===== src/rtl/apb_pkg.sv =====
// Shared types and default sizing for the APB byte-memory slave.
package apb_pkg;

  localparam int unsigned DefaultDataW    = 8;
  localparam int unsigned DefaultAddrW    = 8;
  localparam int unsigned DefaultMemDepth = 64;

  typedef enum logic [1:0] {
    StIdle,
    StSetup,
    StAccess
  } apb_state_e;

endpackage


===== src/rtl/apb_mem.sv =====
// Byte storage with asynchronous clear, one write port and a combinational read port.
module apb_mem #(
  parameter int unsigned DataW = 8,
  parameter int unsigned Depth = 64,
  parameter int unsigned AddrW = 6
) (
  input  logic             clk_i,
  input  logic             rst_ni,
  input  logic             we_i,
  input  logic [AddrW-1:0] waddr_i,
  input  logic [DataW-1:0] wdata_i,
  input  logic [AddrW-1:0] raddr_i,
  output logic [DataW-1:0] rdata_o
);

  logic [DataW-1:0] mem_q [Depth];
  logic [DataW-1:0] mem_d [Depth];

  always_comb begin
    mem_d = mem_q;
    if (we_i) begin
      mem_d[waddr_i] = wdata_i;
    end
  end

  always_ff @(posedge clk_i or negedge rst_ni) begin
    if (!rst_ni) begin
      mem_q <= '{default: '0};
    end else begin
      mem_q <= mem_d;
    end
  end

  assign rdata_o = mem_q[raddr_i];

endmodule


===== src/rtl/apb_slave.sv =====
// APB slave fronting a small byte memory: setup/access FSM, programmable wait states,
// error response for addresses beyond the implemented depth.
module apb_slave
  import apb_pkg::*;
#(
  parameter int unsigned DATA_W      = DefaultDataW,
  parameter int unsigned ADDR_W      = DefaultAddrW,
  parameter int unsigned MEM_DEPTH   = DefaultMemDepth,
  parameter int unsigned WAIT_STATES = 1
) (
  input  logic              clk,
  input  logic              PRESETn,
  input  logic              PSEL,
  input  logic              PENABLE,
  input  logic              PWRITE,
  input  logic [ADDR_W-1:0] PADDR,
  input  logic [DATA_W-1:0] PWDATA,
  output logic              PREADY,
  output logic [DATA_W-1:0] PRDATA,
  output logic              PSLVERR
);

  localparam int unsigned      MemAw  = (MEM_DEPTH > 1) ? $clog2(MEM_DEPTH) : 1;
  localparam logic [ADDR_W:0]  DepthL = (ADDR_W + 1)'(MEM_DEPTH);
  localparam logic [3:0]       WaitL  = 4'(WAIT_STATES);

  apb_state_e        state_q, state_d;
  logic [3:0]        cnt_q, cnt_d;
  logic [ADDR_W-1:0] addr_q, addr_d;
  logic              wr_q, wr_d;
  logic [DATA_W-1:0] wdata_q, wdata_d;

  logic              in_range;
  logic              complete;
  logic              mem_we;
  logic [DATA_W-1:0] mem_rdata;

  assign in_range = {1'b0, addr_q} < DepthL;
  assign PREADY   = (state_q == StAccess) && (cnt_q == WaitL);
  assign complete = PREADY && PSEL && PENABLE;
  assign mem_we   = complete && wr_q && in_range;
  assign PSLVERR  = PREADY && !in_range;
  assign PRDATA   = (PREADY && !wr_q && in_range) ? mem_rdata : '0;

  always_comb begin
    state_d = state_q;
    cnt_d   = cnt_q;
    addr_d  = addr_q;
    wr_d    = wr_q;
    wdata_d = wdata_q;
    unique case (state_q)
      StIdle: begin
        // A bare PENABLE without a preceding setup phase is ignored here.
        if (PSEL && !PENABLE) begin
          state_d = StSetup;
          addr_d  = PADDR;
          wr_d    = PWRITE;
          wdata_d = PWDATA;
        end
      end
      StSetup: begin
        if (!PSEL) begin
          state_d = StIdle;
        end else if (PENABLE) begin
          state_d = StAccess;
          cnt_d   = '0;
        end else begin
          addr_d  = PADDR;
          wr_d    = PWRITE;
          wdata_d = PWDATA;
        end
      end
      StAccess: begin
        // Completion returns to idle; a following setup is caught there on the next edge,
        // so back-to-back transfers need no idle bus cycle.
        if (!PSEL) begin
          state_d = StIdle;
        end else if (PREADY) begin
          if (PENABLE) begin
            state_d = StIdle;
          end
        end else begin
          cnt_d = cnt_q + 4'd1;
        end
      end
      default: state_d = StIdle;
    endcase
  end

  always_ff @(posedge clk or negedge PRESETn) begin
    if (!PRESETn) begin
      state_q <= StIdle;
      cnt_q   <= '0;
      addr_q  <= '0;
      wr_q    <= 1'b0;
      wdata_q <= '0;
    end else begin
      state_q <= state_d;
      cnt_q   <= cnt_d;
      addr_q  <= addr_d;
      wr_q    <= wr_d;
      wdata_q <= wdata_d;
    end
  end

  apb_mem #(
    .DataW(DATA_W),
    .Depth(MEM_DEPTH),
    .AddrW(MemAw)
  ) u_mem (
    .clk_i  (clk),
    .rst_ni (PRESETn),
    .we_i   (mem_we),
    .waddr_i(addr_q[MemAw-1:0]),
    .wdata_i(wdata_q),
    .raddr_i(addr_q[MemAw-1:0]),
    .rdata_o(mem_rdata)
  );

endmodule


===== config.mk =====
export PLATFORM = sky130hd
export DESIGN_NAME = apb_slave
export DESIGN_NICKNAME = d
export VERILOG_FILES = /design/src/rtl/apb_pkg.sv /design/src/rtl/apb_mem.sv /design/src/rtl/apb_slave.sv
export SDC_FILE = /design/constraint.sdc
export NUM_CORES = 1
export LEC_CHECK = 0
export BUFFER_PORTS_ARGS = -buffer_cell sky130_fd_sc_hd__buf_2
export CAP_MARGIN = 25
export CORE_AREA = 2 2 251 253
export DETAILED_ROUTE_END_ITERATION = 7
export DIE_AREA = 0 0 253 255
export GPL_ROUTABILITY_DRIVEN = 0
export GPL_TIMING_DRIVEN = 0
export SLEW_MARGIN = 5
export SYNTH_ARGS = -nofsm -noshare
export SYNTH_HDL_FRONTEND = slang
export SYNTH_SLANG_ARGS = --single-unit

===== constraint.sdc =====
create_clock -name clk -period 4.3 [get_ports clk]
set_input_delay 0.43 -clock clk [delete_from_list [all_inputs] [get_ports clk]]
set_output_delay 0.43 -clock clk [all_outputs]
set_load 0.005 [all_outputs]

==> impl_metrics.tcl, run 1 <==
set metrics [dict create \
    power_density_mw_per_mm2 437 \
    drc_errors 0 \
    clock_sinks 535 \
    drv_cap 0 \
    track_usage_pct 26.9 \
    grt_pass1_wl_mm 124 \
    crit_buf_inv 3 \
    netlist_area_mm2 0.0245 \
    cp_common_cell "buf_2" \
    min_period_over_period_pct 101 \
    cp_max_fo 10 \
    fillCellCount 5581 \
    initial_utilization_pct 39.4 \
    min_path_type "input port to flop" \
    clkTransAtPathRegs_ps 60 \
    drv_slew 0 \
    layout.cells.non_filler 2736 \
    setup_viol 6 \
    end_kind "primary output" \
    grt_overflow 0 \
    rows 92 \
    dr.pass1.iters 6 \
    wl_mm 85.7 \
    die-area_mm2 0.0645 \
    synth.avg_cell_area_um2 13.6 \
    cts-root-buf "clkbuf_16" \
    die_w_um 253 \
    critPathKind "flop to primary output" \
    final_nets 1922 \
    cp_data_arrival_time_ps 3920 \
    ir_worst_vdd_v 0.000224 \
    viasPerCell 6.29 \
    setup_slack_ps -53.1 \
    synthArstFlopShare_pct 100 \
    cts_made_buffers 56 \
    finalClockSkew_ps 28.9 \
    cts_tree "yes" \
    grt_max_degree 119 \
    critPathTopFamily "compound AO/OA/AOI/OAI gates" \
    ys_seq_elements 535 \
    synth_enable_flop_cells 0 \
    synthFlopType "dfrtp_1" \
    synthCells 1800 \
    max_slew_margin_pct 23.5 \
    antenna_found_initial 2 \
    synth_nets 1823 \
    synth.distinct_cells 54 \
    yosysWarnings 0 \
    drive_above_1_share_pct 41.8 \
    critPathLaunchType "flop" \
    ant_nets 0 \
    rsz0062_at_grt "true" \
    finalHoldViolations 0 \
    dp_hpwl_mm 59.5 \
    n_antenna_cell 0 \
    portBuffers 30 \
    crit_chain "buf_2 > and2_1 > clkbuf_1 > a22oi_1 > o22ai_1 > o21ai_0 > o211ai_1 > o31a_1 > buf_2" \
    fin_area_mm2 0.0278 \
    drt_iter0_markers 2008 \
    post-cts-setup-buffers 0 \
    place_area_mm2 0.0258 \
    grt_pass1_vias 17300 \
    p_leak_nw 12.9 \
    crit_path_top_delay_cell "clkbuf_1" \
    area_growth_pct 13.5 \
    cpPeakStageDelay_ps 710 \
    wl_per_cell_um 31.3 \
    vias 17200 \
    final_common_cell "mux2_2" \
    cts_max_path_buffers 3 \
    timing.fmax_mhz 230 \
    clock_latency_ps 640 \
    tightest_slew_ps 1150 \
    violations "negative setup slack" \
    core-area_mm2 0.0622 \
    status "finished with violations" \
    layout_common_cells "mux2_2, dfrtp_1, clkbuf_1, a221oi_1, a22oi_1" \
    htree_levels 2 \
    synth-seq-area-share_pct 54.7 \
    io_pins 31 \
    multi_input_area_mm2 0.0105 \
    die_y_um 255 \
    seq_area_mm2 0.0134 \
    critPathRequiredTime_ps 3870 \
    period_minus_slack_ps 4350 \
    dp_cells 2637 \
]
-- stage by stage --
step	utilization, %	hold slack [ps]	total power, mW	setup slack [ps]	setup TNS [ps]
6_report	44.7	31.0	12.1	-53.1	-196
5_1_grt	44.7	30.4	12.4	4.19	0
4_1_cts	44.7	4.72	12.1	14.7	0
3_5_place_dp	41.5	365	7.05	125	0
3_3_place_gp	41.2	470	7.01	-7870	-4183650
2_1_floorplan	-	134	6.05	1960	0
-- cell families after synthesis --
group	share of synthesized area, %
multiplexers	28.3
flip-flops	54.7
AO/OA/AOI/OAI	9.41
AND/OR/NAND/NOR	4.87
buffers and inverters	2.61
XOR/XNOR	0.0716
adder cells (fa/ha/maj)	0.102
-- registers in the layout, indices dropped and copies added, names as in the netlist --
signal / cells
u_mem.mem_q: 512
wdata_q: 8
cnt_q: 4
addr_q: 8
wr_q: 1
state_q: 2
-- Yosys cell counts, drive strengths merged (6+ instances only) --
| cell | instances | area [um2] |
|---|---|---|
| mux4 | 18 | 405 |
| nor3 | 11 | 55.1 |
| and2 | 7 | 43.8 |
| nor2 | 106 | 661 |
| nand3 | 6 | 30.0 |
| nand2 | 34 | 175 |
| o211ai | 6 | 45.0 |
| clkbuf | 103 | 387 |
| o21ai | 35 | 175 |
| o221ai | 10 | 87.6 |
| o22ai | 19 | 119 |
| dfrtp | 535 | 13400 |
| nor2b | 7 | 43.8 |
| mux2 | 542 | 6100 |
| a221oi | 98 | 858 |
| buf | 45 | 236 |
| a22o | 11 | 96.3 |
| o2111ai | 7 | 61.3 |
| a21oi | 38 | 190 |
| mux2i | 41 | 410 |
| a22oi | 65 | 488 |
-- power breakdown --
group	switching, mW	internal, mW	total (mW)
clock network	2.05	3.02	5.08
logic	1.55	0.389	1.94
registers	0.0363	5.07	5.11
total	3.64	8.49	12.1
-- per-layer routing --
metal / vias up / global-route usage [%] / part of all wire (%)
li1: 6944 / - / -
met1: 9166 / 36.7 / 42
met2: 891 / 40.4 / 44
met3: 209 / 6.40 / 9.1
met4: 2 / 12.4 / 4.8
met5: - / 0 / 0.015
-- final cells by class --
| class | count | share of cell area, % |
|---|---|---|
| plain buffers | 147 | 2.31 |
| clock buffers | 84 | 5.89 |
| clock inverters | 12 | 0.883 |
| inverters | 4 | 0.0540 |
| multi-input cells | 1113 | 37.8 |
| flip-flops and latches | 535 | 48.2 |
| well taps | 799 | 3.60 |
| repair buffers | 42 | 1.33 |
-- final timing paths --
| kind | startpoint | to | slack (ps) | depth (start not counted) |
|---|---|---|---|---|
| setup / recovery | addr_q[0] | PRDATA[0] | -50 | 9 |
| hold / removal | PWRITE | wr_q | 30 | 2 |
| setup reg to reg | cnt_q[1] | u_mem.mem_q[167] | 1120 | 9 |
| hold reg to reg | u_mem.mem_q[268] | u_mem.mem_q[268] | 490 | 1 |
| max in group asynchronous | PRESETn | u_mem.mem_q[275] | 2280 | 5 |
| min in group asynchronous | PRESETn | u_mem.mem_q[389] | 290 | 2 |
-- worst register-to-register path: stages, from the launching register on --
cell	delay [ps]
dfrtp_1	400
inv_1	100
ha_1	140
nor3b_2	270
and4b_1	320
and3_1	180
buf_2	200
nand2_2	330
nor2_2	700
mux2_2	430
-- repair_timing --
action / CTS / global route
endpoints found under the setup margin: 8 / 5
hold buffers: 2 / 0
gates resized for setup: 17 / 8
pin swaps: 0 / 0
hold endpoints to repair: 42 / 0
No activity file was read; power rests on OpenSTA's default activity.
==> run 2, diff against run 1 <==
--- a/config.mk
+++ b/config.mk
@@ -5,13 +5,14 @@
 export SDC_FILE = /design/constraint.sdc
 export NUM_CORES = 1
 export LEC_CHECK = 0
-export BUFFER_PORTS_ARGS = -buffer_cell sky130_fd_sc_hd__buf_2
+export BUFFER_PORTS_ARGS = -buffer_cell sky130_fd_sc_hd__buf_4
 export CAP_MARGIN = 25
 export CORE_AREA = 2 2 251 253
 export DETAILED_ROUTE_END_ITERATION = 7
 export DIE_AREA = 0 0 253 255
 export GPL_ROUTABILITY_DRIVEN = 0
 export GPL_TIMING_DRIVEN = 0
+export REMOVE_ABC_BUFFERS = 1
 export SLEW_MARGIN = 5
 export SYNTH_ARGS = -nofsm -noshare
 export SYNTH_HDL_FRONTEND = slang
==> run 2 against run 1 <==
Net effect: the run still ends with negative setup slack left; final cell count down 4.2%; clock skew fell by 12 ps; design area about the same; flip-flop and latch count unchanged; utilization about the same; register-to-register slack got worse by 330 ps; first-iteration DRC count shrank 48%.
==> impl_metrics.tcl, run 2 (synthesis results as in run 1) <==
set metrics [dict create \
    critPathRequiredTime_ps 3870 \
    clock_sinks 535 \
    max_slew_margin_pct 31.0 \
    p_leak_nw 12.8 \
    rows 92 \
    layout_common_cells "mux2_2, dfrtp_1, a221oi_1, a22oi_1, clkbuf_16" \
    drive_above_1_share_pct 44.4 \
    fillCellCount 5566 \
    cts_made_buffers 57 \
    top_regs "u_mem.mem_q x512, addr_q x8, wdata_q x8" \
    htree_levels 2 \
    dp_hpwl_mm 42.9 \
    critPathKind "flop to primary output" \
    drv_slew 0 \
    critPathLaunchType "flop" \
    n_antenna_cell 0 \
    die_y_um 255 \
    cts_tree "yes" \
    hold_start "PADDR[6]" \
    finalPower_mw 11.7 \
    wl_per_cell_um 25.5 \
    drc_errors 0 \
    final_nets 1803 \
    pre_cts_ws_ps 373 \
    hold_depth 2 \
    antenna_found_initial 0 \
    die_w_um 253 \
    ir_worst_vdd_v 0.000285 \
    cp_data_arrival_time_ps 3900 \
    grt_overflow 0 \
    min_period_over_period_pct 101 \
    largest_reg_flops 512 \
    grt_pass1_wl_mm 103 \
    drv_cap 0 \
    clkTransAtPathRegs_ps 60 \
    cpPeakStageDelay_ps 690 \
    core-area_mm2 0.0622 \
    r2r_slack_ps 790 \
    power_density_mw_per_mm2 421 \
    track_usage_pct 21.1 \
    grt_max_degree 121 \
    initial_utilization_pct 39.4 \
    die-area_mm2 0.0645 \
    timing.fmax_mhz 231 \
    dr.pass1.iters 5 \
    period_minus_slack_ps 4330 \
    crit_path_top_delay_cell "dfrtp_4" \
    seq_area_mm2 0.0134 \
    cp_max_fo 51 \
    status "finished with violations" \
    whs_endpoint "addr_q[6]" \
    setup_viol 1 \
    violations "negative setup slack" \
    setup_slack_ps -34.3 \
    end_kind "primary output" \
    layout.cells.non_filler 2620 \
    top_register "u_mem.mem_q" \
    io_pins 31 \
    clock_latency_ps 620 \
    rsz0062_at_grt "false" \
    min_path_type "input port to flop" \
    r2r-start "addr_q[2]" \
    cts-root-buf "clkbuf_16" \
    drt_iter0_markers 1053 \
    whs_ps 40.9 \
    wl_mm 66.9 \
    dp_cells 2510 \
    r2r_cells 5 \
    finalClockSkew_ps 16.8 \
    grt_pass1_vias 16300 \
    fin_util_pct 44.7 \
    final_common_cell "mux2_2" \
    finalHoldViolations 0 \
    viasPerCell 5.92 \
    area_growth_pct 13.5 \
    portBuffers 30 \
    vias 15500 \
    tightest_slew_ps 1030 \
    multi_input_area_mm2 0.0105 \
    ant_nets 0 \
    crit_chain "buf_16 > and2_2 > buf_12 > a221oi_1 > a21oi_1 > o21ai_1 > o2111ai_1 > o21a_1 > buf_4" \
    r2r_end "u_mem.mem_q[176]" \
    cts_max_path_buffers 3 \
]
[run 2: changes by cell type in the layout (fill, tap and decap cells not counted), sizes merged]
cell | before | now
clkbuf | 187 | 84
buf | 84 | 65
clkinv | 2 | 10
bufinv | 7 | 3
dlygate4sd3 | 2 | 3
nor2 | 106 | 107
[run 2: worst max path at each step]
stage	from	to	slack, ps	cells after the start
CTS	addr_q[1]	PRDATA[3]	10	9
global placement	addr_q[1]	PRDATA[4]	-6140	7
detailed placement	addr_q[1]	PRDATA[2]	370	9
floorplan	addr_q[1]	PRDATA[7]	-470	6
finish	addr_q[1]	PRDATA[3]	-30	9
global route	addr_q[2]	PRDATA[4]	2	9
[run 2: where the power goes]
part	leakage [nW]	total (mW)	internal (mW)	switching [mW]
Combinational	4.50	1.49	0.446	1.05
Clock	0.913	4.90	2.86	2.04
Sequential	7.43	5.30	5.08	0.221
Total	12.8	11.7	8.39	3.30
[run 2: metal layers]
metal	part of all wire [%]	wire (um)	GRT usage, %	vias up
met5	0	0	0	-
met4	3.4	2250	7.62	0
met3	4.6	3110	3.42	121
met2	48	32000	34.9	417
met1	44	29600	28.2	8263
li1	-	-	-	6710
[run 2: timing repair]
action / CTS / global route
hold buffers: 3 / 0
hold endpoints to repair: 63 / 0
endpoints found under the setup margin: 8 / 6
gates resized for setup: 4 / 5
pin swaps: 0 / 1
gates cloned: 0 / 1
buffers inserted: 4 / 1
[run 2: through the flow]
step           cell area [um2]  TNS (ps)
2_1_floorplan            23900     -3580
3_3_place_gp             25100  -2465130
3_5_place_dp             25800         0
4_1_cts                  27700         0
5_1_grt                  27800         0
6_report                 27800     -34.3
[run 2: cell type report]
type | count | share of cell area (%)
clock inverters | 16 | 0.594
clock buffers | 84 | 6.05
inverters | 4 | 0.0540
flip-flops and latches | 535 | 48.3
multi-input cells | 1114 | 38.0
repair buffers | 68 | 3.49
well taps | 799 | 3.60
[run 2: worst max-delay path: cells and delay by family, from the launching register on]
kind	cells	cell delay [ps]
flops	1	690
buf+inv	3	650
simple gates	1	340
compound gates	5	1520
